`config.mk`:
```
export PLATFORM = sky130hd
export DESIGN_NAME = pong_match_controller
export DESIGN_NICKNAME = d
export VERILOG_FILES = /design/src/rtl/pong_pkg.sv /design/src/rtl/rise_edge_detector.sv /design/src/rtl/pong_match_controller.sv
export SDC_FILE = /design/constraint.sdc
export NUM_CORES = 1
export LEC_CHECK = 0
export CAP_MARGIN = 20
export CORE_UTILIZATION = 45
export CTS_BUF_LIST = sky130_fd_sc_hd__clkbuf_8 sky130_fd_sc_hd__clkbuf_16
export CTS_CLUSTER_SIZE = 20
export DETAILED_ROUTE_END_ITERATION = 10
export PLACE_DENSITY = 0.73
export RECOVER_POWER = 25
export SETUP_SLACK_MARGIN = 0.02
export SKIP_CTS_REPAIR_TIMING = 1
export SLEW_MARGIN = 30
export SYNTH_ARGS = -nofsm -noshare
export SYNTH_HDL_FRONTEND = slang
export SYNTH_SLANG_ARGS = --single-unit
```
`constraint.sdc`:
```
create_clock -name clock -period 2.72 [get_ports clock]
set_input_delay 0.408 -clock clock [delete_from_list [all_inputs] [get_ports clock]]
set_output_delay 0.408 -clock clock [all_outputs]
set_load 0.005 [all_outputs]
```
`src/rtl/pong_pkg.sv`:
```
// Shared definitions for the Pong match controller.
//   state_t            : match state encoding driven on the controller's state output
//   SERVE_LEFT/RIGHT   : serve direction values
//   WINNER_*           : winner output values
package pong_pkg;

    typedef enum logic [2:0] {
        ATTRACT   = 3'd0,
        SERVE     = 3'd1,
        PLAY      = 3'd2,
        PAUSED    = 3'd3,
        POINT     = 3'd4,
        GAME_OVER = 3'd5
    } state_t;

    localparam logic SERVE_LEFT  = 1'b0;
    localparam logic SERVE_RIGHT = 1'b1;

    localparam logic [1:0] WINNER_NONE  = 2'd0;
    localparam logic [1:0] WINNER_LEFT  = 2'd1;
    localparam logic [1:0] WINNER_RIGHT = 2'd2;

endpackage

```
`src/rtl/rise_edge_detector.sv`:
```
// Rising-edge detector for a debounced button level.
//   clock  : system clock
//   reset  : synchronous active-high reset; history resets to 1 so a button
//            already held through reset never yields a press
//   level  : debounced button level
//   press  : one-cycle pulse on the cycle the level is first seen high
module rise_edge_detector (
    input  logic clock,
    input  logic reset,
    input  logic level,
    output logic press
);

    logic r_hist;

    always_ff @(posedge clock) begin
        if (reset) begin
            r_hist <= 1'b1;
        end else begin
            r_hist <= level;
        end
    end

    assign press = level & ~r_hist;

endmodule

```
`src/rtl/pong_match_controller.sv`:
```
// Pong match sequencer: attract, serve countdown, live play, pause,
// point hold-off and game over. Times delays in video frames.
//   clock, reset          : system clock, synchronous active-high reset
//   frame_tick            : one-cycle pulse per video frame
//   start_button          : debounced start level
//   pause_button          : debounced pause level
//   goal_left/goal_right  : one-cycle goal pulses (right / left player scores)
//   state                 : current match state (pong_pkg::state_t encoding)
//   ball_enable           : ball may move (PLAY only)
//   ball_reset            : hold ball at centre
//   serve_dir             : next serve direction (0 left, 1 right)
//   score_left/score_right: player scores, saturating at WIN_SCORE
//   winner                : 0 none, 1 left, 2 right
module pong_match_controller
    import pong_pkg::*;
#(
    parameter int WIN_SCORE   = 7,
    parameter int SCORE_W     = 4,
    parameter int SERVE_DELAY = 60,
    parameter int POINT_DELAY = 90,
    parameter int CNT_W       = 8
) (
    input  logic               clock,
    input  logic               reset,
    input  logic               frame_tick,
    input  logic               start_button,
    input  logic               pause_button,
    input  logic               goal_left,
    input  logic               goal_right,
    output logic [2:0]         state,
    output logic               ball_enable,
    output logic               ball_reset,
    output logic               serve_dir,
    output logic [SCORE_W-1:0] score_left,
    output logic [SCORE_W-1:0] score_right,
    output logic [1:0]         winner
);

    localparam logic [SCORE_W-1:0] WIN_VAL    = SCORE_W'(WIN_SCORE);
    localparam logic [CNT_W-1:0]   SERVE_LAST = CNT_W'(SERVE_DELAY - 1);
    localparam logic [CNT_W-1:0]   POINT_LAST = CNT_W'(POINT_DELAY - 1);

    state_t             r_state;
    logic [CNT_W-1:0]   r_cnt;
    logic [SCORE_W-1:0] r_score_left;
    logic [SCORE_W-1:0] r_score_right;
    logic               r_serve_dir;
    logic [1:0]         r_winner;

    logic w_start_press;
    logic w_pause_press;
    logic w_serve_done;
    logic w_point_done;

    // Scores stop at the winning value rather than wrapping.
    function automatic logic [SCORE_W-1:0] sat_inc(input logic [SCORE_W-1:0] s);
        if (s >= WIN_VAL) begin
            return s;
        end
        return s + 1'b1;
    endfunction

    rise_edge_detector u_start_edge (
        .clock (clock),
        .reset (reset),
        .level (start_button),
        .press (w_start_press)
    );

    rise_edge_detector u_pause_edge (
        .clock (clock),
        .reset (reset),
        .level (pause_button),
        .press (w_pause_press)
    );

    // The delay counter is shared by SERVE and POINT; it is zeroed on every
    // transition so each delay starts counting from zero.
    assign w_serve_done = frame_tick && (r_cnt == SERVE_LAST);
    assign w_point_done = frame_tick && (r_cnt == POINT_LAST);

    always_ff @(posedge clock) begin
        if (reset) begin
            r_state       <= ATTRACT;
            r_cnt         <= '0;
            r_score_left  <= '0;
            r_score_right <= '0;
            r_serve_dir   <= SERVE_LEFT;
            r_winner      <= WINNER_NONE;
        end else begin
            case (r_state)
                ATTRACT: begin
                    // Start wins over a simultaneous pause press, which is ignored here.
                    if (w_start_press) begin
                        r_state       <= SERVE;
                        r_cnt         <= '0;
                        r_score_left  <= '0;
                        r_score_right <= '0;
                        r_serve_dir   <= SERVE_LEFT;
                        r_winner      <= WINNER_NONE;
                    end
                end

                SERVE: begin
                    if (w_serve_done) begin
                        r_state <= PLAY;
                        r_cnt   <= '0;
                    end else if (frame_tick) begin
                        r_cnt <= r_cnt + 1'b1;
                    end
                end

                PLAY: begin
                    // A goal outranks a pause press in the same cycle.
                    if (goal_left || goal_right) begin
                        if (goal_left && !goal_right) begin
                            r_score_right <= sat_inc(r_score_right);
                            r_serve_dir   <= SERVE_LEFT;
                        end else if (goal_right && !goal_left) begin
                            r_score_left <= sat_inc(r_score_left);
                            r_serve_dir  <= SERVE_RIGHT;
                        end
                        r_state <= POINT;
                        r_cnt   <= '0;
                    end else if (w_pause_press) begin
                        r_state <= PAUSED;
                        r_cnt   <= '0;
                    end
                end

                PAUSED: begin
                    if (w_pause_press) begin
                        r_state <= PLAY;
                        r_cnt   <= '0;
                    end
                end

                POINT: begin
                    if (w_point_done) begin
                        r_cnt <= '0;
                        if (r_score_left == WIN_VAL) begin
                            r_state  <= GAME_OVER;
                            r_winner <= WINNER_LEFT;
                        end else if (r_score_right == WIN_VAL) begin
                            r_state  <= GAME_OVER;
                            r_winner <= WINNER_RIGHT;
                        end else begin
                            r_state <= SERVE;
                        end
                    end else if (frame_tick) begin
                        r_cnt <= r_cnt + 1'b1;
                    end
                end

                GAME_OVER: begin
                    // Scores and winner stay visible until the next match starts.
                    if (w_start_press) begin
                        r_state <= ATTRACT;
                        r_cnt   <= '0;
                    end
                end

                default: begin
                    r_state <= ATTRACT;
                    r_cnt   <= '0;
                end
            endcase
        end
    end

    assign state       = r_state;
    assign ball_enable = (r_state == PLAY);
    assign ball_reset  = (r_state != PLAY) && (r_state != PAUSED);
    assign serve_dir   = r_serve_dir;
    assign score_left  = r_score_left;
    assign score_right = r_score_right;
    assign winner      = r_winner;

endmodule

```
# Word-level counts from Yosys, hierarchy flattened
# Cells that the tools add are included.
# op_classes
n_eq_ne	26
n_bitwise	4
magnitude_cmp	2
reduce_logical	17
mux	48
addsub	3
# op_table
cell	count
8-bit two-way mux	6
8-bit case mux with 5 select lines	1
4-bit two-way mux	8
3-bit two-way mux	9
3-bit case mux with 6 select lines	1
4-bit case mux with 2 select lines	2
1-bit two-way mux	15
2-bit by 1-bit != test with 1-bit output (second input constant)	7
6-bit AND reduction	2
3-bit != test (second input constant)	3
4-bit by 1-bit adder with 4-bit output (second input constant)	2
8-bit by 1-bit adder with 8-bit output (second input constant)	1
4-bit by 3-bit == test with 1-bit output (second input constant)	2
8-bit by 6-bit == test with 1-bit output (second input constant)	1
8-bit by 7-bit == test with 1-bit output (second input constant)	1
4-bit by 3-bit >= comparator with 1-bit output (second input constant)	2
2-bit two-way mux	4
4-bit AND reduction	2
3-bit by 2-bit == test with 1-bit output (second input constant)	2
3-bit == test (second input constant)	2
2-bit != test (second input constant)	3
3-bit by 1-bit != test with 1-bit output (second input constant)	2
3-bit by 2-bit != test with 1-bit output (second input constant)	2
1-bit logical AND	5
11 further kinds	15
# word_totals
inputBits	7
elab_cells	108
output_inout_bits	16
reg_bits	24

# Depth between registers and ports, before layout
# Gate-level depths: netlist (run 1).
# depth
word_depth	12
depth_mapped	7
ltp_nobuf	7

# Hierarchy
# Synthesis (run 1) repeated with hierarchy kept, for this count alone.
# unflattened
cells_unflattened	168
hier_area_um2	1353.8
# modules_own_cells
module	cells_each	instances	area_per_inst_um2
pong_match_controller	162	1	1288.7
rise_edge_detector	3	2	32.5

# Worst setup path before layout (run 1)
# Ideal clock, no wire load.
# synth_timing
path_type	reg2reg
startpoint	register r_score_left[0], in the netlist score_left[0]
endpoint	register r_winner[1], in the netlist winner[1]
stages_incl_launch_ff	7
arrival_ns	1.488
setup_slack_ns	1.169
setup_ns	0.064
path_cell_list	dfxtp_1 -> ha_1 -> and3b_1 -> o21ai_2 -> nor3_1 -> mux2_2 -> nor2_1
# synth_via
elab_chain_len	4
word_cells_on_any_way	6
classes_between	2 x eq/ne; 3 x mux; 1 x reduce/logical
# synth_rtl
item	line	source
from (decl)	pong_match_controller.sv:45	logic [SCORE_W-1:0] r_score_left;
from (signal assigned)	pong_match_controller.sv:120	r_score_left <= sat_inc(r_score_left);
4-bit by 3-bit == test with 1-bit output (*)	pong_match_controller.sv:141	if (r_score_left == WIN_VAL) begin
2-bit two-way mux	pong_match_controller.sv:141	
2-bit two-way mux	pong_match_controller.sv:139	if (w_point_done) begin
2-bit case mux with 2 select lines	pong_match_controller.sv:91	case (r_state)
to (signal assigned)	pong_match_controller.sv:89	r_winner <= WINNER_NONE;
to (signal assigned)	pong_match_controller.sv:143	r_winner <= WINNER_LEFT;
to (signal assigned)	pong_match_controller.sv:146	r_winner <= WINNER_RIGHT;
to (decl)	pong_match_controller.sv:48	logic [1:0] r_winner;
# Mark *: on every way between the ends. The rest lies on a longest branch, timed or not. The select of a mux whose other input is x is not followed.
# A chain may end at the register's enable or synchronous reset.

# Final worst setup path (run 1)
# layout_timing
startpoint	register r_state[2], in the netlist state[2]
endpoint	output ball_enable
# layout_via
elab_chain_len	1
# layout_rtl
item	line	source
from (decl)	pong_match_controller.sv:43	state_t r_state;
from (signal assigned)	pong_match_controller.sv:84	r_state <= ATTRACT;
from (signal assigned)	pong_match_controller.sv:95	r_state <= SERVE;
from (signal assigned)	pong_match_controller.sv:106	r_state <= PLAY;
3-bit by 2-bit == test with 1-bit output	pong_match_controller.sv:172	assign ball_enable = (r_state == PLAY);
to (decl)	pong_match_controller.sv:31	output logic ball_enable,
# Every way passes these cells.

==> out/results.tsv, run 1 <==
metric	value	unit
Post-synth EDFFs	0	
fmax	0.447	GHz
clock power share	22.5	%
final worst slack	0.483	ns
register area share after synthesis	34.6	%
Final nets	183	
fillcell total	256	
hold crit path type	register to register	
GR Overflow Total	0	
Hold Fails Final Rpt	0	
total wire length	2930	um
Mapped Area	1390	sq um
CP required	2.31	ns
core area	2850	sq um
Clock transition at path regs	0.08	ns
number of global-route vias before repair	1170	
measured slew at the worst slew-check pin	0.671	ns
share of layout cells above drive strength 1	15.9	%
1st-pass router iterations	7	
register area	480	sq um
status	complete, but fails checks	
H-tree levels	1	
max-cap viol count	0	
Non-Filler Instances	201	
Worst setup SP type	register	
Synth Net Count	159	
Worst Path Max Fanout	13	
YS warnings	0	
dpl ws	0.617	ns
area grow syn2layout	18.9	%
sequential share of power	47.3	%
main flop type after synthesis	dfxtp_1	
Cells after DPL	198	
CTS Buf Count	3	
pin count of the biggest net entering global routing	16	
power density over cell area	538	nW/um^2
HPWL after DPL	2230	um
period utilization	82.2	%
gp weighted congestion	0.867	
clock buffer depth	2	
Worst EP arrival	1.83	ns
combinational power share	30.1	%
first-pass GRT wire length	5280	um
leak pwr	0.576	nW
P_int	0.594	mW
Die H	57.6	um
DP Area	1610	sq um
via count	1179	
Final Critical Period	2.24	ns
Root Driver	clkbuf_8	
distinct cell type count after synthesis	49	
Ports	23	
post-synthesis register bit count	24	
Avg Inst Size Synth	9.39	sq um
RSZ-0062 raised after global routing	no	
drt wl/cell	14.6	um
Clk Latency, worst-skew pair	0.26	ns
Final setup viols	0	
Final Instance Area	1650	sq um
CTS tree	yes	
die area	3320	sq um
num rows	19	
port bufs	22	
Net Sw Frac	33.2	%
Final ANT Viol Nets	0	
Sum Neg Setup Slack	0	ns
multi-input logic area	842	sq um
Switch Pwr	0.295	mW
async set-reset flop share out of synthesis	0	%
IR Drop Worst-Case VDD	0.000421	V
Worst setup EP type	primary output	
Post-Route Skew	0.00110	ns
Max transition margin	55.2	%
max-slew violations	0	
failing checks	design-rule violations	
die width	57.6	um
DRC viols	2	
clock sink count	24	
Syn Inst Count	148	
initial antenna violation count	0	
1st-iter DRT viols	31	
post-layout power	0.889	mW
# diodes	0	
Initial Util	48.7	%
GRT Overall Usage	20.4	%
drt via density	5.87	
CP Class	register to primary output	
kinds of logic after synthesis:
| family | synth area share (%) |
|---|---|
| fa+ha+maj | 3.60 |
| mux | 0.810 |
| buf+inv | 4.86 |
| xor+xnor | 2.52 |
| compound gates | 27.3 |
| flops | 34.6 |
| simple gates | 26.4 |
path summary, 6_finish.rpt:
kind,start,endpoint,slack [ns],depth (start not counted)
setup / recovery,state[2],ball_enable,0.48,3
hold / removal,serve_dir,serve_dir,0.47,2
setup reg to reg,state[2],winner[1],0.77,5
hold reg to reg,serve_dir,serve_dir,0.47,2
power groups by stage:
| stage | logic [mW] | clock network (mW) | registers, mW |
|---|---|---|---|
| 5_1_grt | 0.299 | 0.226 | 0.427 |
| 3_3_place_gp | 0.259 | 0 | 0.429 |
| 6_report | 0.268 | 0.200 | 0.421 |
| 3_5_place_dp | 0.267 | 0 | 0.429 |
| 4_1_cts | 0.269 | 0.210 | 0.421 |
| 2_1_floorplan | 0.237 | 0 | 0.401 |
stage by stage:
step	hold slack, ns	utilization (%)
CTS	0.477	57.9
floorplan	0.439	-
global route	0.505	57.9
detailed placement	0.463	56.5
finish	0.475	57.9
global placement	0.453	56.5
Yosys cell counts, types with 3 or more instances:
master    instances  share of area [%]
a211oi_2          3                2.7
a21o_1            3                1.6
a21oi_1          12                4.3
a31oi_1           4                1.8
buf_6             3                2.4
dfxtp_1          24                 35
ha_1              4                3.6
inv_1             4                1.1
nand2_1          11                3.0
nand2b_1          5                2.3
nand3_1           5                1.8
nand4_1           5                2.3
nor2_1           12                3.2
nor3_1            6                2.2
o21ai_0           4                1.4
xnor2_1           3                1.9
cells in the final DEF (no fill, tap or decap), types with 2 or more instances in the layout:
master           netlist  layout
a21oi_2                2       2
a41oi_1                2       2
buf_4                  0       2
nor2_1                12      12
nand2b_1               5       5
a21o_1                 3       3
nand4_1                5       5
nor3_1                 6       6
o211ai_1               2       2
inv_1                  4       4
ha_1                   4       4
a21oi_1               12      12
nand2_1               11      11
a211oi_2               3       3
or2_2                  2       2
nand4b_1               2       2
clkdlybuf4s50_1        0      14
a31oi_1                4       4
nand3_1                5       5
nand3b_1               2       2
and3b_1                2       2
clkbuf_8               1       3
xnor2_1                3       3
dfxtp_1               24      24
o21ai_0                4       4
dlygate4sd3_1          0       8
sequential cells by signal, summed over array words and instances (netlist names):
signal               flops
u_start_edge.r_hist      1
score_left               4
r_cnt                    8
state                    3
score_right              4
u_pause_edge.r_hist      1
serve_dir                1
winner                   2
layer usage:
metal,global-route usage [%],share of wire [%],vias to the layer above
li1,-,-,596
met1,27.2,49,564
met2,32.9,48,17
met3,5.22,3.1,2
met4,4.88,0.55,0
met5,0,0,-
critical path, cell delays in order (launching register included):
cell             delay [ns]
dfxtp_1                0.48
nand2b_4               0.25
nor2_1                 0.27
clkdlybuf4s50_1        0.57
cell type report:
type | count | area share, %
clock buffers | 3 | 2.50
inverters | 4 | 0.908
multi-input cells | 115 | 50.9
flip-flops and latches | 24 | 29.1
well taps | 31 | 2.35
repair buffers | 24 | 14.2
(Power assumes the default switching activity.)
==> run 2: changes to the inputs <==
--- a/config.mk
+++ b/config.mk
@@ -10,7 +10,7 @@
 export CTS_BUF_LIST = sky130_fd_sc_hd__clkbuf_8 sky130_fd_sc_hd__clkbuf_16
 export CTS_CLUSTER_SIZE = 20
 export DETAILED_ROUTE_END_ITERATION = 10
-export PLACE_DENSITY = 0.73
+export PLACE_DENSITY = 0.76
 export RECOVER_POWER = 25
 export SETUP_SLACK_MARGIN = 0.02
 export SKIP_CTS_REPAIR_TIMING = 1
==> constraint.sdc (replaced) <==
create_clock -name clock -period 1.8 [get_ports clock]
set_input_delay 0.27 -clock clock [delete_from_list [all_inputs] [get_ports clock]]
set_output_delay 0.27 -clock clock [all_outputs]
set_load 0.005 [all_outputs]
==> run 2 against run 1 <==
Effect of this change: the flow still finishes with violations (design-rule violations); clock-buffer cell count grew 1; setup slack worse by 0.38 ns; non-clock buffer count grew 13; combinational power grew 99%; clock skew rose by 0.0020 ns; die area unchanged; hold slack lost 0.0055 ns; global-route usage up 0.93 points; clock power up 80%; design area rose by 7.9%; critical path type unchanged; highest routed layer unchanged.
==> out/results.tsv, run 2 (same netlist as run 1, synthesis figures left out) <==
metric	value	unit	change
status	complete, but fails checks		
failing checks	design-rule violations		
first-pass GRT wire length	5530	um	+4.7%
GR Overflow Total	0		unchanged
RSZ-0062 raised after global routing	yes		
via count	1241		+5.3%
Worst Path Buf+Inv	1		unchanged
gp weighted congestion	0.838		-3.3%
clock sink count	24		unchanged
IR Drop Worst-Case VDD	0.000597	V	+42%
clock buffer depth	2		unchanged
final worst slack	0.107	ns	-0.377 ns
Critical-path top delay cell	dfxtp_1		
period utilization	94.1	%	
CP Cell Sequence	clkdlybuf4s50_1		
Final Instance Area	1780	sq um	+7.9%
max-slew violations	0		unchanged
CP required	1.53	ns	-0.78 ns
hold crit path type	register to register		
Final setup viols	0		unchanged
1st-iter DRT viols	64		+110%
total wire length	3260	um	+11%
share of layout cells above drive strength 1	24.5	%	+8.6 points
area grow syn2layout	28.3	%	
Hold Fails Final Rpt	0		unchanged
Final Critical Period	1.69	ns	
Worst setup SP type	register		
dpl ws	-0.0942	ns	-0.711 ns
max-cap viol count	0		unchanged
Die H	57.6	um	unchanged
Non-Filler Instances	215		+7.0%
Max stage delay on crit path	0.58	ns	about the same
DP Area	1710	sq um	+6.1%
Initial Util	48.7	%	unchanged
Root Driver	clkbuf_8		
Most flops, register	r_cnt		
num rows	19		unchanged
Cells after DPL	211		+6.6%
fmax	0.591	GHz	
number of global-route vias before repair	1202		+2.7%
Worst setup EP type	primary output		
Max transition margin	71.7	%	+16 points
post-layout power	1.50	mW	+69%
# diodes	0		unchanged
worst hold slack	0.469	ns	-0.00546 ns
Sum Neg Setup Slack	0	ns	unchanged
die width	57.6	um	unchanged
drt wl/cell	15.2	um	+4.0%
pin count of the biggest net entering global routing	14		-2
Ports	23		unchanged
port bufs	22		unchanged
max reg flops	8		unchanged
die area	3320	sq um	unchanged
most frequent cells in the layout	dfxtp_1, clkdlybuf4s50_1, buf_4, a21oi_1, nand2_1		
Clk Latency, worst-skew pair	0.27	ns	about the same
CTS Buf Count	3		unchanged
DRC viols	2		unchanged
leak pwr	0.635	nW	+10%
CTS tree	yes		
HPWL after DPL	2580	um	+16%
drt via density	5.77		-1.6%
Final nets	196		+7.1%
power density over cell area	842	nW/um^2	+57%
core area	2850	sq um	unchanged
H-tree levels	1		unchanged
initial antenna violation count	0		unchanged
CP Class	register to primary output		
commonest non-fill, non-tap cell in the layout	dfxtp_1		
Clock transition at path regs	0.08	ns	about the same
measured slew at the worst slew-check pin	0.424	ns	-0.246 ns
Worst Path Max Fanout	9		-4
GRT Overall Usage	21.3	%	+0.93 points
Worst EP arrival	1.42	ns	-0.41 ns
1st-pass router iterations	7		unchanged
Final Core Density	62.5	%	+4.6 points
family with the most delay on the worst path	flip-flops		
Post-Route Skew	0.00310	ns	+0.00200 ns
Final ANT Viol Nets	0		unchanged
## run 2: changes by cell type in the layout (fill, tap and decap cells not counted), sizes merged
cell           change
buf               +11
clkbuf             +3
clkdlybuf4s50      +1
dlygate4sd3        -1
## run 2: cell type report
cell class / count / area [sq um]
Timing Repair Buffer: 37 / 325
Tap cell: 31 / 38.8
Multi-Input combinational cell: 115 / 863
Sequential cell: 24 / 485
Clock buffer: 4 / 55.1
Inverter: 4 / 15.0
Fill cell: 244 / 1070
## run 2: where the power goes
group	internal (mW)	leakage (nW)	total (mW)	switching (mW)
Combinational	0.263	0.411	0.533	0.270
Clock	0.195	0.0288	0.361	0.165
Sequential	0.558	0.196	0.607	0.0498
Total	1.02	0.635	1.50	0.486
## run 2: layer usage
| metal | share of wire, % | vias to the layer above | wire length (um) | GRT usage, % |
|---|---|---|---|---|
| li1 | - | 621 | - | - |
| met1 | 48 | 595 | 1570 | 29.2 |
| met2 | 48 | 23 | 1560 | 34.9 |
| met3 | 3.6 | 2 | 116 | 4.76 |
| met4 | 0.28 | 0 | 9 | 3.14 |
| met5 | 0 | - | 0 | 0 |
## run 2: path summary, 6_finish.rpt
check | depth (start not counted) | startpoint | end | slack (ns)
setup reg to reg | 6 | score_right[0] | score_right[1] | 0.13
hold / removal | 2 | serve_dir | serve_dir | 0.47
hold reg to reg | 2 | serve_dir | serve_dir | 0.47
setup / recovery | 1 | state[0] | state[0] | 0.11
